$ cat src/rtl/keypad_scan_in_pkg.sv
// ============================================================================
// Module : keypad_scan_in_pkg
// Brief  : Shared encodings and helpers for the matrix keypad scanner.
// Rev    : 1.0
// ============================================================================
`default_nettype none

package keypad_scan_in_pkg;

    typedef enum logic [1:0] {
        S_IDLE = 2'd0,
        S_DEB  = 2'd1,
        S_HELD = 2'd2
    } state_t;

    typedef enum logic [1:0] {
        RES_NONE   = 2'd0,
        RES_SINGLE = 2'd1,
        RES_MULTI  = 2'd2
    } scan_res_t;

    typedef struct packed {
        scan_res_t  res;
        logic [3:0] key;
    } scan_t;

    localparam logic [3:0] COL_RESET = 4'b1110;
    localparam int         DIGIT_W   = 4;
    localparam int         DIGIT_N   = 8;
    localparam int         VALUE_W   = DIGIT_W * DIGIT_N;

    // Key code is {row, column}, i.e. 4*r + c.
    function automatic scan_t sample_decode(input logic [3:0] row_n, input logic [1:0] c);
        scan_t s;
        s.res = RES_NONE;
        s.key = 4'd0;
        case (~row_n)
            4'b0000: s.res = RES_NONE;
            4'b0001: begin s.res = RES_SINGLE; s.key = {2'd0, c}; end
            4'b0010: begin s.res = RES_SINGLE; s.key = {2'd1, c}; end
            4'b0100: begin s.res = RES_SINGLE; s.key = {2'd2, c}; end
            4'b1000: begin s.res = RES_SINGLE; s.key = {2'd3, c}; end
            default: s.res = RES_MULTI;
        endcase
        return s;
    endfunction

endpackage

`default_nettype wire

$ cat src/rtl/keypad_scan_in_scan_tick.sv
// ============================================================================
// Module : scan_tick
// Brief  : Slot counter for scanned I/O; flags the last clock of each slot
//          and of the final slot of a full scan.
// Rev    : 1.0
// ============================================================================
`default_nettype none

module scan_tick #(
    parameter int SCAN_DIV = 200000,
    parameter int SLOTS    = 4
) (
    input  logic                     clk,
    input  logic                     rstn,
    output logic                     slot_end,
    output logic                     scan_end,
    output logic [$clog2(SLOTS)-1:0] slot
);

    localparam int                CNT_W     = $clog2(SCAN_DIV);
    localparam int                SLOT_W    = $clog2(SLOTS);
    localparam logic [CNT_W-1:0]  CNT_LAST  = CNT_W'(SCAN_DIV - 1);
    localparam logic [SLOT_W-1:0] SLOT_LAST = SLOT_W'(SLOTS - 1);

    logic [CNT_W-1:0] cnt;

    always_ff @(posedge clk or negedge rstn) begin
        if (!rstn) begin
            cnt  <= '0;
            slot <= '0;
        end else if (cnt == CNT_LAST) begin
            cnt  <= '0;
            slot <= (slot == SLOT_LAST) ? '0 : slot + SLOT_W'(1);
        end else begin
            cnt <= cnt + CNT_W'(1);
        end
    end

    assign slot_end = (cnt == CNT_LAST);
    assign scan_end = slot_end && (slot == SLOT_LAST);

endmodule

`default_nettype wire

$ cat src/rtl/keypad_scan_in.sv
// ============================================================================
// Module : keypad_scan_in
// Brief  : 4x4 active-low keypad scanner with debounce and 8-digit hex entry.
// Rev    : 1.0
// ============================================================================
`default_nettype none

module keypad_scan_in
    import keypad_scan_in_pkg::*;
#(
    parameter int SCAN_DIV  = 200000,
    parameter int DEB_SCANS = 4
) (
    input  logic               clk,
    input  logic               rstn,
    input  logic [3:0]         row,
    input  logic               clr,
    output logic [3:0]         col,
    output logic [3:0]         key_code,
    output logic               key_valid,
    output logic               pressed,
    output logic [VALUE_W-1:0] value
);

    localparam int               CNT_W    = $clog2(DEB_SCANS + 1);
    localparam logic [CNT_W-1:0] CNT_ONE  = CNT_W'(1);
    localparam logic [CNT_W-1:0] DEB_LAST = CNT_W'(DEB_SCANS);

    logic [3:0]       row_meta;
    logic [3:0]       row_sync;
    logic             slot_end;
    logic             scan_end;
    logic [1:0]       slot;
    scan_t            sample;
    scan_t            acc;
    scan_t            merged;
    state_t           state;
    logic [CNT_W-1:0] cnt;
    logic [3:0]       cand;

    scan_tick #(
        .SCAN_DIV (SCAN_DIV),
        .SLOTS    (4)
    ) u_scan_tick (
        .clk      (clk),
        .rstn     (rstn),
        .slot_end (slot_end),
        .scan_end (scan_end),
        .slot     (slot)
    );

    always_ff @(posedge clk or negedge rstn) begin
        if (!rstn) begin
            row_meta <= 4'b1111;
            row_sync <= 4'b1111;
        end else begin
            row_meta <= row;
            row_sync <= row_meta;
        end
    end

    always_ff @(posedge clk or negedge rstn) begin
        if (!rstn) begin
            col <= COL_RESET;
        end else if (slot_end) begin
            col <= {col[2:0], col[3]};
        end
    end

    assign sample = sample_decode(row_sync, slot);

    // Keys in two different columns make the scan ambiguous, same as a multi sample.
    always_comb begin
        merged = acc;
        case (acc.res)
            RES_NONE:   merged = sample;
            RES_SINGLE: if (sample.res != RES_NONE) merged.res = RES_MULTI;
            default:    merged.res = RES_MULTI;
        endcase
    end

    always_ff @(posedge clk or negedge rstn) begin
        if (!rstn) begin
            acc.res <= RES_NONE;
            acc.key <= 4'd0;
        end else if (scan_end) begin
            acc.res <= RES_NONE;
            acc.key <= 4'd0;
        end else if (slot_end) begin
            acc <= merged;
        end
    end

    always_ff @(posedge clk or negedge rstn) begin
        if (!rstn) begin
            state     <= S_IDLE;
            cnt       <= '0;
            cand      <= 4'd0;
            key_code  <= 4'd0;
            key_valid <= 1'b0;
            pressed   <= 1'b0;
            value     <= '0;
        end else begin
            key_valid <= 1'b0;
            if (clr) value <= '0;
            if (scan_end) begin
                case (state)
                    S_IDLE: begin
                        if (merged.res == RES_SINGLE) begin
                            cand    <= merged.key;
                            pressed <= 1'b1;
                            if (DEB_SCANS == 1) begin
                                state     <= S_HELD;
                                cnt       <= '0;
                                key_valid <= 1'b1;
                                key_code  <= merged.key;
                                if (!clr) value <= {value[VALUE_W-DIGIT_W-1:0], merged.key};
                            end else begin
                                state <= S_DEB;
                                cnt   <= CNT_ONE;
                            end
                        end
                    end
                    S_DEB: begin
                        if (merged.res == RES_SINGLE && merged.key == cand) begin
                            if (cnt + CNT_ONE == DEB_LAST) begin
                                state     <= S_HELD;
                                cnt       <= '0;
                                key_valid <= 1'b1;
                                key_code  <= cand;
                                if (!clr) value <= {value[VALUE_W-DIGIT_W-1:0], cand};
                            end else begin
                                cnt <= cnt + CNT_ONE;
                            end
                        end else begin
                            state   <= S_IDLE;
                            cnt     <= '0;
                            pressed <= 1'b0;
                        end
                    end
                    S_HELD: begin
                        // Only consecutive empty scans count towards release.
                        if (merged.res == RES_NONE) begin
                            if (cnt + CNT_ONE == DEB_LAST) begin
                                state   <= S_IDLE;
                                cnt     <= '0;
                                pressed <= 1'b0;
                            end else begin
                                cnt <= cnt + CNT_ONE;
                            end
                        end else begin
                            cnt <= '0;
                        end
                    end
                    default: begin
                        state   <= S_IDLE;
                        cnt     <= '0;
                        pressed <= 1'b0;
                    end
                endcase
            end
        end
    end

endmodule

`default_nettype wire

$ cat config.mk
export PLATFORM = sky130hd
export DESIGN_NAME = keypad_scan_in
export DESIGN_NICKNAME = d
export VERILOG_FILES = /design/src/rtl/keypad_scan_in_pkg.sv /design/src/rtl/keypad_scan_in_scan_tick.sv /design/src/rtl/keypad_scan_in.sv
export SDC_FILE = /design/constraint.sdc
export NUM_CORES = 1
export LEC_CHECK = 0
export BUFFER_PORTS_ARGS = -buffer_cell sky130_fd_sc_hd__buf_4
export CORE_ASPECT_RATIO = 1.5
export CORE_MARGIN = 2
export CORE_UTILIZATION = 32
export DETAILED_ROUTE_END_ITERATION = 8
export SLEW_MARGIN = 5
export SYNTH_ARGS = -nofsm -noshare
export SYNTH_HDL_FRONTEND = slang
export SYNTH_SLANG_ARGS = --single-unit
$ cat constraint.sdc
create_clock -name clk -period 4.1 [get_ports clk]
set_clock_uncertainty 0.05 [all_clocks]
set_input_delay 0.82 -clock clk [delete_from_list [all_inputs] [get_ports clk]]
set_output_delay 0.82 -clock clk [all_outputs]
set_load 0.1 [all_outputs]
==> flow_summary.json, run 1 <==
{
  "synthTopCellsByArea": "sky130_fd_sc_hd__dfrtp_1 47%, sky130_fd_sc_hd__mux2i_1 8.2%, sky130_fd_sc_hd__dfstp_2 7.4%",
  "detail_route.iter0.violations": 156,
  "n_fill_cell": 1137,
  "min_delay_path_depth": 0,
  "power_density_mw_per_mm2": 371,
  "die_h_um": 139,
  "cts_tree": "done",
  "cp.arrival_ns": 3.37,
  "fp.dieArea_sq_mm": 0.0131,
  "crit_path_top_delay_cell": "sky130_fd_sc_hd__or4b_1",
  "timing.critical_path.to_type": "flop",
  "critical_path_depth": 7,
  "fin_crit_ns": 3.21,
  "core-area_sq_mm": 0.0120,
  "worst_slew_margin_relative_to_its_limit_pct": 29.5,
  "finalWorstSetupSlack_ns": 0.894,
  "worstRegToRegCells": 7,
  "num_rows": 49,
  "fin_setup_tns_ns": 0,
  "critical_path.reg2reg.endpoint": "key_code[0]",
  "synth-main-ff-cell": "sky130_fd_sc_hd__dfrtp_1",
  "grt_pass1_vias": 2755,
  "pre_cts_worst_setup_slack_ns": 0.912,
  "num-nets-final": 419,
  "worstPathCellList": "or2_1, o31a_2, xnor2_1, or4b_1, nor3_4, buf_4, mux2_2",
  "synth_async_sr_flop_share_pct": 100,
  "drt-pass1-iter-count": 4,
  "crit_family": "simple AND/OR/NAND/NOR gates",
  "power.ir.vdd_worst_mv": 0.166,
  "wire_length_of_the_first_global_routing_pass_um": 13300,
  "wl_per_cell_um": 13.7,
  "cts_repair_resize_count": 0,
  "cts.sinks": 85,
  "tritoncts.num_buffers": 9,
  "cp-start-kind": "flop",
  "cts-root-buf": "sky130_fd_sc_hd__clkbuf_16",
  "setup_violations": 0,
  "globalRoute.totalOverflow": 0,
  "synth_fp_nets": 373,
  "synth_edf_count": 0,
  "number_of_antenna_violations_at_the_first_check_in_global_routing": 0,
  "worst_slew_pin_slew_ns": 1.06,
  "synthCells": 362,
  "grt_max_degree": 86,
  "synth_warnings": 0,
  "ioPinCount": 49,
  "timing.critical_path.required_ns": 4.27,
  "drc": 0,
  "share_of_the_core_filled_with_cells_pct": 39.3,
  "post_layout_nonfiller_instances": 566,
  "total_placed_cells_including_tap_cells": 550,
  "timing_max_transition_violations_final": 0,
  "drive_gt1_share_pct": 21.3,
  "p_leak_nw": 2.10,
  "max_cap_violations": 0,
  "gp_congestion": 0.904,
  "hp-start": "row_meta[0]",
  "postSynthRegisterBits": 85,
  "netlist_area_sq_mm": 0.00391,
  "post-route-period-util_pct": 78.2,
  "clk_pin_slew_ns": 0.06,
  "final-hold-violation-count": 0,
  "post-synth-top-area-cell": "sky130_fd_sc_hd__dfrtp_1",
  "detail_route.vias_per_cell": 4.89,
  "wl_um": 7760,
  "area_growth_syn_to_layout_pct": 20.4,
  "r2r-start": "acc[5]",
  "synth.top_cells.by_count": "74 x sky130_fd_sc_hd__dfrtp_1, 51 x sky130_fd_sc_hd__nor2_1, 41 x sky130_fd_sc_hd__nand2_1",
  "cts_setup_buffers": 0,
  "yosysSeqAreaShare_pct": 54.8,
  "critPathMaxFanout": 36,
  "floorplan.die.width_um": 94.2,
  "run_status": "complete, no violations",
  "worstHoldEndpoint": "row_sync[0]",
  "routed-via-count": 2770,
  "postSynthAreaPerCell_sq_um": 10.8,
  "dominant_cell_by_count_in_the_synthesized_netlist": "sky130_fd_sc_hd__dfrtp_1",
  "cts.path.max_buffers": 2,
  "register_to_register_setup_slack_ns": 0.89,
  "crit_path_max_incr_delay_ns": 0.56,
  "worstSkewPairLatency_ns": 0.34,
  "cts_stage_hold_buffer_count": 0,
  "grt.total_usage_pct": 12.9,
  "unrepaired_setup_endpoints_after_global_routing": "no",
  "synthDominantCellAreaShare_pct": 47.4,
  "ant_nets": 0,
  "start_util_pct": 32.7,
  "max_fclk_mhz": 312,
  "timing.setup.critical_path_class": "flop to flop",
  "timing.critical_path.buf_inv": 1,
  "htreeDepth": 3,
  "hp-class": "flop to flop",
  "yosys.cell_types.count": 54,
  "detailedPlacementHpwl_um": 5470,
  "portBuffers": 48,
  "antenna_cells": 0
}
==> report_power, final <==
part / internal, W / switching (W)
clock: 0.000539 / 0.000310
sequential: 0.000847 / 0.00000566
combinational: 0.0000112 / 0.0000316
==> how the worst max path moves through the flow <==
stage | from | end
floorplan | acc[4] | value[10]
global placement | acc[4] | key_code[2]
detailed placement | acc[5] | key_code[3]
CTS | acc[5] | key_code[3]
global route | acc[4] | key_code[3]
finish | acc[5] | key_code[0]
==> flip-flops by register name, summed over array words and instances (netlist names) <==
name and count:
u_scan_tick.cnt 18, row_meta 4, cnt 3, pressed 1
value 32, key_code 4, state 2, col 4
cand 4, key_valid 1, acc 6, row_sync 4
u_scan_tick.slot 2
==> cells by family after synthesis <==
group                      count (synthesis)  synth area share [%]
AOI/OAI and AO/OA                         50                  9.00
xor gates and xnor gates                  20                  4.48
adders and majority gates                  4                  1.28
buffers and inverters                     21                  3.24
DFF                                       85                  54.8
muxes                                     37                  9.64
and+or+nand+nor                          145                  17.6
==> cell usage in the layout (no fill, tap or decap), types with 2 or more instances in the layout <==
master                      instances
sky130_fd_sc_hd__nand3_1            7
sky130_fd_sc_hd__clkbuf_16          9
sky130_fd_sc_hd__or3b_2             2
sky130_fd_sc_hd__a31oi_1            3
sky130_fd_sc_hd__a21oi_1            5
sky130_fd_sc_hd__xor2_1             7
sky130_fd_sc_hd__o21a_1             2
sky130_fd_sc_hd__xnor2_1           13
sky130_fd_sc_hd__inv_1              6
sky130_fd_sc_hd__a211o_1            2
sky130_fd_sc_hd__nand2b_1           5
sky130_fd_sc_hd__dfstp_2           11
sky130_fd_sc_hd__nor2b_1            6
sky130_fd_sc_hd__a32oi_1            2
sky130_fd_sc_hd__nor4_1             2
sky130_fd_sc_hd__buf_4             50
sky130_fd_sc_hd__nand2_1           41
sky130_fd_sc_hd__nor2_1            51
sky130_fd_sc_hd__mux2_2             4
sky130_fd_sc_hd__or3_1              4
sky130_fd_sc_hd__clkbuf_8           4
sky130_fd_sc_hd__o21ai_0           15
sky130_fd_sc_hd__and3_1             3
sky130_fd_sc_hd__a22oi_1            4
sky130_fd_sc_hd__o2111ai_1          2
sky130_fd_sc_hd__mux2i_1           32
sky130_fd_sc_hd__nand4_1            4
sky130_fd_sc_hd__nor3_1             8
sky130_fd_sc_hd__ha_1               4
sky130_fd_sc_hd__and2_1             2
sky130_fd_sc_hd__dfrtp_1           74
sky130_fd_sc_hd__o31ai_1            5
==> per-stage QoR <==
stage	total power, W	hold slack, ns	cell area [sq um]
floorplan	0.000885	0.295	3910
CTS	0.00178	0.305	4700
global placement	0.000911	0.297	4380
global route	0.00182	0.308	4700
finish	0.00174	0.303	4700
detailed placement	0.000911	0.297	4380
==> cell type report <==
cell class / count / area [sq um] / area share (%)
inverters: 6 / 22.5 / 0.479
well taps: 153 / 191 / 4.07
clock buffers: 14 / 284 / 6.04
clock inverters: 2 / 38.8 / 0.825
repair buffers: 50 / 375 / 7.98
flip-flops and latches: 85 / 2140 / 45.5
multi-input cells: 256 / 1650 / 35.1
==> per-layer routing <==
layer	GRT usage, %	part of all wire [%]
met1	15.7	44
met2	21.0	49
met3	2.76	4.1
met4	6.94	3.0
met5	0	0
==> worst reg2reg max path, stage by stage (launching register included) <==
cell and delay (ns):
sky130_fd_sc_hd__dfrtp_1 0.47, sky130_fd_sc_hd__or2_1 0.37, sky130_fd_sc_hd__o31a_2 0.41, sky130_fd_sc_hd__xnor2_1 0.14
sky130_fd_sc_hd__or4b_1 0.56, sky130_fd_sc_hd__nor3_4 0.17, sky130_fd_sc_hd__buf_4 0.50, sky130_fd_sc_hd__mux2_2 0.43
Note: power is estimated with default switching activity, not from simulation.
==> run 2: changes to the inputs <==
Clock period 4.1 ns to 2.6 ns, I/O delays scaled along.
==> run 2 against run 1 <==
Clock power is 59% higher. The flow now finishes with violations (negative setup slack). Cell area is 7.4% higher. Worst setup slack worse by 0.96 ns. Sequential share of layout area is 3.1 points lower. Cell count is 6.2% higher. Via count is 5.5% higher. First-iteration DRC count is 24% lower. Wire length is 6.1% higher. Highest routed layer unchanged. Non-clock buffer count is 35 higher.
==> flow_summary.json, run 2 (synthesis gave the netlist of run 1 again) <==
{
  "grt.total_usage_pct": 13.4,
  "floorplan.die.width_um": 94.2,
  "cts-root-buf": "sky130_fd_sc_hd__clkbuf_16",
  "tritoncts.num_buffers": 9,
  "fp.dieArea_sq_mm": 0.0131,
  "ioPinCount": 49,
  "detailedPlacementHpwl_um": 6060,
  "grt_pass1_vias": 2873,
  "fin_crit_ns": 2.67,
  "timing.setup.critical_path_class": "flop to flop",
  "fin_setup_tns_ns": -1.21,
  "drc": 0,
  "cts_tree": "done",
  "power_density_mw_per_mm2": 551,
  "wl_per_cell_um": 13.7,
  "timing.critical_path.to_type": "flop",
  "max_fclk_mhz": 375,
  "htreeDepth": 3,
  "drt-pass1-iter-count": 6,
  "cts.path.max_buffers": 2,
  "finalWorstSetupSlack_ns": -0.0674,
  "p_leak_nw": 2.31,
  "largest_register_ffs": 32,
  "layout_commonest_cell": "sky130_fd_sc_hd__buf_4",
  "register_containing_the_most_flip_flops_in_the_final_layout": "value",
  "drive_gt1_share_pct": 28.6,
  "area_growth_syn_to_layout_pct": 29.3,
  "globalRoute.totalOverflow": 0,
  "worstSkewPairLatency_ns": 0.34,
  "wire_length_of_the_first_global_routing_pass_um": 13800,
  "grt_util_met2_pct": 22.4,
  "number_of_antenna_violations_at_the_first_check_in_global_routing": 0,
  "num-nets-final": 454,
  "hp-class": "input port to async pin",
  "worst_slew_margin_relative_to_its_limit_pct": 63.9,
  "cp-start-kind": "flop",
  "num_rows": 49,
  "core-area_sq_mm": 0.0120,
  "routed-via-count": 2922,
  "die_h_um": 139,
  "n_fill_cell": 1119,
  "met3_usage_pct": 3.09,
  "wl_um": 8230,
  "gp_congestion": 0.853,
  "run_status": "finished with violations",
  "timing_max_transition_violations_final": 0,
  "portBuffers": 48,
  "detail_route.vias_per_cell": 4.86,
  "fin_total_pwr_w": 0.00279,
  "ant_nets": 0,
  "cts_stage_hold_buffer_count": 0,
  "post-route-period-util_pct": 103,
  "final-hold-violation-count": 0,
  "worst_slew_pin_slew_ns": 0.541,
  "clk_pin_slew_ns": 0.06,
  "cts.sinks": 85,
  "grtUsageMet1_pct": 16.1,
  "failing_checks": "negative setup slack",
  "cp.arrival_ns": 2.82,
  "unrepaired_setup_endpoints_after_global_routing": "yes",
  "detail_route.iter0.violations": 118,
  "timing.critical_path.required_ns": 2.76,
  "layout.cells.most_common_list": "80 x sky130_fd_sc_hd__buf_4, 74 x sky130_fd_sc_hd__dfrtp_1, 51 x sky130_fd_sc_hd__nor2_1",
  "global_route_layer_with_the_greatest_usage": "met2",
  "grt_max_degree": 45,
  "start_util_pct": 32.7,
  "power.ir.vdd_worst_mv": 0.345,
  "worstRegToRegCells": 9,
  "max_cap_violations": 0,
  "critPathMaxFanout": 12,
  "biggestRegsByFlops": "value: 32 flops, u_scan_tick.cnt: 18 flops, acc: 6 flops",
  "setup_violations": 31,
  "antenna_cells": 0
}
run 2: cell count changes in the layout (fill, tap and decap cells not counted), moves of 2 or more:
cell                       before  now
sky130_fd_sc_hd__buf_4         50   80
sky130_fd_sc_hd__buf_12         0    5
sky130_fd_sc_hd__clkinv_2       0    2
sky130_fd_sc_hd__clkbuf_8       4    0
run 2: worst paths after layout:
| check | startpoint | end | slack, ns |
|---|---|---|---|
| worst max-delay path | row_sync[3] | value[25] | -0.07 |
| worst min-delay path | rstn | value[18] | 0.12 |
| worst max register to register | row_sync[3] | value[25] | -0.07 |
| worst min register to register | row_meta[2] | row_sync[2] | 0.31 |
| max in group asynchronous | rstn | value[15] | 1.77 |
| min in group clk | row[3] | row_meta[3] | 0.24 |
run 2: through the flow:
step,utilization (%),cells,area (sq um),hold slack (ns),worst slack (ns)
5_1_grt,42.3,601,5050,0.156,-0.221
6_report,42.3,601,5050,0.117,-0.0674
3_3_place_gp,39.3,582,4690,0.297,-0.0658
4_1_cts,42.2,601,5040,0.129,-0.0783
2_1_floorplan,-,362,3940,0.174,0.00472
3_5_place_dp,39.3,582,4690,0.297,-0.114
run 2: worst max-delay path, cell delays in order (launching register included):
cell	delay, ns
sky130_fd_sc_hd__dfstp_2	0.60
sky130_fd_sc_hd__xnor2_1	0.09
sky130_fd_sc_hd__o31a_4	0.38
sky130_fd_sc_hd__xnor2_2	0.14
sky130_fd_sc_hd__or4b_4	0.55
sky130_fd_sc_hd__nor3_4	0.16
sky130_fd_sc_hd__buf_12	0.17
sky130_fd_sc_hd__buf_12	0.14
sky130_fd_sc_hd__mux2i_1	0.19
sky130_fd_sc_hd__nor2_1	0.06
run 2: area by class of cell:
cell class | count | area (sq um) | share of cell area (%)
Inverter | 6 | 22.5 | 0.446
Sequential cell | 85 | 2140 | 42.4
Multi-Input combinational cell | 256 | 1680 | 33.3
Tap cell | 153 | 191 | 3.79
Timing Repair Buffer | 85 | 701 | 13.9
Clock buffer | 10 | 229 | 4.53
Clock inverter | 6 | 86.3 | 1.71
run 2: metal layers:
layer  vias up  part of all wire, %
met2        84                   51
met5         -                    0
met1      1405                   42
met3        15                  4.9
met4         0                  2.7
li1       1418                    -
run 2: report_power, final:
part / switching [W] / internal, W
registers: 0.00000655 / 0.00133
logic: 0.0000598 / 0.0000349
clock network: 0.000508 / 0.000841
total: 0.000575 / 0.00221
run 2: what timing repair did:
| action | CTS | global route |
|---|---|---|
| resized for setup | 3 | 2 |
| setup buffers | 3 | 0 |
| pin swaps | 2 | 1 |
| endpoints found under the setup margin | 35 | 40 |
==> run 3: changes to the inputs <==
--- a/config.mk
+++ b/config.mk
@@ -8,2 +8,3 @@
 export BUFFER_PORTS_ARGS = -buffer_cell sky130_fd_sc_hd__buf_4
+export CAP_MARGIN = 25
 export CORE_ASPECT_RATIO = 1.5
==> constraint.sdc (replaced) <==
create_clock -name clk -period 2.6 [get_ports clk]
set_clock_uncertainty 0.05 [all_clocks]
set_input_delay 0.26 -clock clk [delete_from_list [all_inputs] [get_ports clk]]
set_output_delay 0.26 -clock clk [all_outputs]
set_load 0.1 [all_outputs]
==> run 3 against run 2 <==
The run still ends with negative setup slack left. Power down 1.1%. Clock power down 3%. Fmax down 1.8%. First-iteration DRC count down 20%. Sequential power about the same. Combinational power up 11%. Wire length up 4.1%. Clock-buffer cell count up 5. Utilization up 1.0 points. Worst hold slack better by 0.15 ns. Critical path type unchanged. Critical endpoint is now key_code[0]. Largest power group is now registers. Highest routed layer unchanged.
==> flow_summary.json, run 3 (synthesis gave the netlist of run 1 again) <==
{
  "run_status": "finished with violations",
  "failing_checks": "negative setup slack",
  "layout_commonest_cell": "sky130_fd_sc_hd__buf_4",
  "multi_input_area_sq_mm": 0.00171,
  "pre_cts_worst_setup_slack_ns": -0.106,
  "ant_nets": 0,
  "worst_slew_pin_slew_ns": 0.552,
  "grt_pass1_vias": 2887,
  "grt_util_met2_pct": 23.2,
  "dpl-instance-area_sq_mm": 0.00470,
  "wire_length_of_the_first_global_routing_pass_um": 14100,
  "detail_route.vias_per_cell": 4.86,
  "wl_per_cell_um": 14.1,
  "n_fill_cell": 1152,
  "cts-root-buf": "sky130_fd_sc_hd__clkbuf_16",
  "unrepaired_setup_endpoints_after_global_routing": "yes",
  "finalWorstSetupSlack_ns": -0.116,
  "drive_gt1_share_pct": 29.2,
  "grtUsageMet1_pct": 16.2,
  "total_placed_cells_including_tap_cells": 583,
  "cp.arrival_ns": 2.88,
  "register_area_sq_mm": 0.00214,
  "fin_area_sq_mm": 0.00517,
  "tritoncts.num_buffers": 9,
  "cts_tree": "done",
  "drc": 0,
  "start_util_pct": 32.7,
  "post-route-period-util_pct": 104,
  "register_containing_the_most_flip_flops_in_the_final_layout": "value",
  "crit_family": "simple AND/OR/NAND/NOR gates",
  "antenna_cells": 0,
  "portBuffers": 48,
  "cp-start-kind": "flop",
  "timing.setup.critical_path_class": "flop to flop",
  "global_route_layer_with_the_greatest_usage": "met2",
  "share_of_the_core_filled_with_cells_pct": 43.3,
  "num_rows": 49,
  "layout.cells.most_common_list": "81 x sky130_fd_sc_hd__buf_4, 74 x sky130_fd_sc_hd__dfrtp_1, 51 x sky130_fd_sc_hd__nor2_1",
  "ioPinCount": 49,
  "post_layout_nonfiller_instances": 609,
  "critPathMaxFanout": 6,
  "power.ir.vdd_worst_mv": 0.377,
  "power_density_mw_per_mm2": 532,
  "area_growth_syn_to_layout_pct": 32.5,
  "worst_slew_margin_relative_to_its_limit_pct": 63.2,
  "core-area_sq_mm": 0.0120,
  "worstSkewPairLatency_ns": 0.33,
  "timing_max_transition_violations_final": 0,
  "wl_um": 8570,
  "cts.sinks": 85,
  "detailedPlacementHpwl_um": 6220,
  "timing.critical_path.to_type": "flop",
  "timing.critical_path.buf_inv": 2,
  "drt-pass1-iter-count": 4,
  "biggestRegsByFlops": "value: 32 flops, u_scan_tick.cnt: 18 flops, acc: 6 flops",
  "crit_path_max_incr_delay_ns": 0.60,
  "timing.critical_path.required_ns": 2.77,
  "crit_path_top_delay_cell": "sky130_fd_sc_hd__dfstp_2",
  "clk_pin_slew_ns": 0.06,
  "met3_usage_pct": 3.30,
  "num-nets-final": 462,
  "max_cap_violations": 0,
  "die_h_um": 139,
  "number_of_antenna_violations_at_the_first_check_in_global_routing": 0,
  "final-hold-violation-count": 0,
  "routed-via-count": 2961,
  "gp_congestion": 0.882,
  "htreeDepth": 3,
  "fp.dieArea_sq_mm": 0.0131,
  "globalRoute.totalOverflow": 0,
  "setup_violations": 36,
  "grt_max_degree": 45,
  "max_fclk_mhz": 368,
  "p_leak_nw": 2.36,
  "floorplan.die.width_um": 94.2,
  "detail_route.iter0.violations": 94,
  "cts.path.max_buffers": 2,
  "hp-class": "input port to flop",
  "worstPathCellList": "xnor2_1, o31a_4, xnor2_2, or4b_4, nor3_4, buf_6, buf_16, mux2_2",
  "largest_register_ffs": 32,
  "grt.total_usage_pct": 13.6,
  "fin_crit_ns": 2.72
}
-- run 3: cell count changes in the layout (fill, tap and decap cells not counted), sizes merged --
| cell | previous run | this run |
|---|---|---|
| buf | 85 | 88 |
| inv | 7 | 6 |
| clkinv | 2 | 0 |
| dlygate4sd3 | 0 | 5 |
| bufinv | 2 | 0 |
| clkbuf | 10 | 15 |
-- run 3: layer usage --
layer	up-vias	part of all wire, %
met3	14	4.3
met4	0	2.3
met1	1438	42
met5	-	0
met2	72	51
li1	1437	-
-- run 3: layout make-up --
class | instances | share of cell area [%]
sequential | 85 | 41.4
multi-input combinational | 256 | 33.0
timing repair buffer | 93 | 15.4
tap | 153 | 3.70
clock buffer | 15 | 6.00
clock inverter | 1 | 0.145
inverter | 6 | 0.435
-- run 3: power breakdown --
| part | leakage, nW | internal (W) | switching [W] | total (W) |
|---|---|---|---|---|
| clock | 0.152 | 0.000817 | 0.000491 | 0.00131 |
| sequential | 1.13 | 0.00133 | 0.00000780 | 0.00134 |
| combinational | 1.08 | 0.0000420 | 0.0000625 | 0.000105 |
| total | 2.36 | 0.00219 | 0.000561 | 0.00276 |
-- run 3: stage by stage --
step / setup TNS [ns] / hold WS [ns] / power (W)
after floorplan: 0 / -0.0856 / 0.00140
after global placement: -1.38 / 0.222 / 0.00146
after detailed placement: -2.50 / 0.234 / 0.00146
after CTS: -2.14 / 0.258 / 0.00279
after global routing: -6.19 / 0.270 / 0.00286
final: -3.05 / 0.263 / 0.00276
-- run 3: worst paths after layout --
check / start / endpoint / slack, ns / depth (start not counted)
max: row_sync[1] / key_code[0] / -0.12 / 8
min: clr / value[21] / 0.26 / 2
max reg2reg: row_sync[1] / key_code[0] / -0.12 / 8
min reg2reg: row_meta[2] / row_sync[2] / 0.30 / 0
max in group asynchronous: rstn / cand[3] / 1.46 / 3
min in group asynchronous: rstn / value[18] / 0.41 / 2
-- run 3: timing repair --
action                                  4_1_cts  5_1_grt
endpoints found under the setup margin       35       39
hold buffers                                  5        0
setup buffers                                 4        0
pin swaps                                     0        2
endpoints found under the hold margin        34        0
gates resized for setup                       4        8
gates cloned                                  1        0
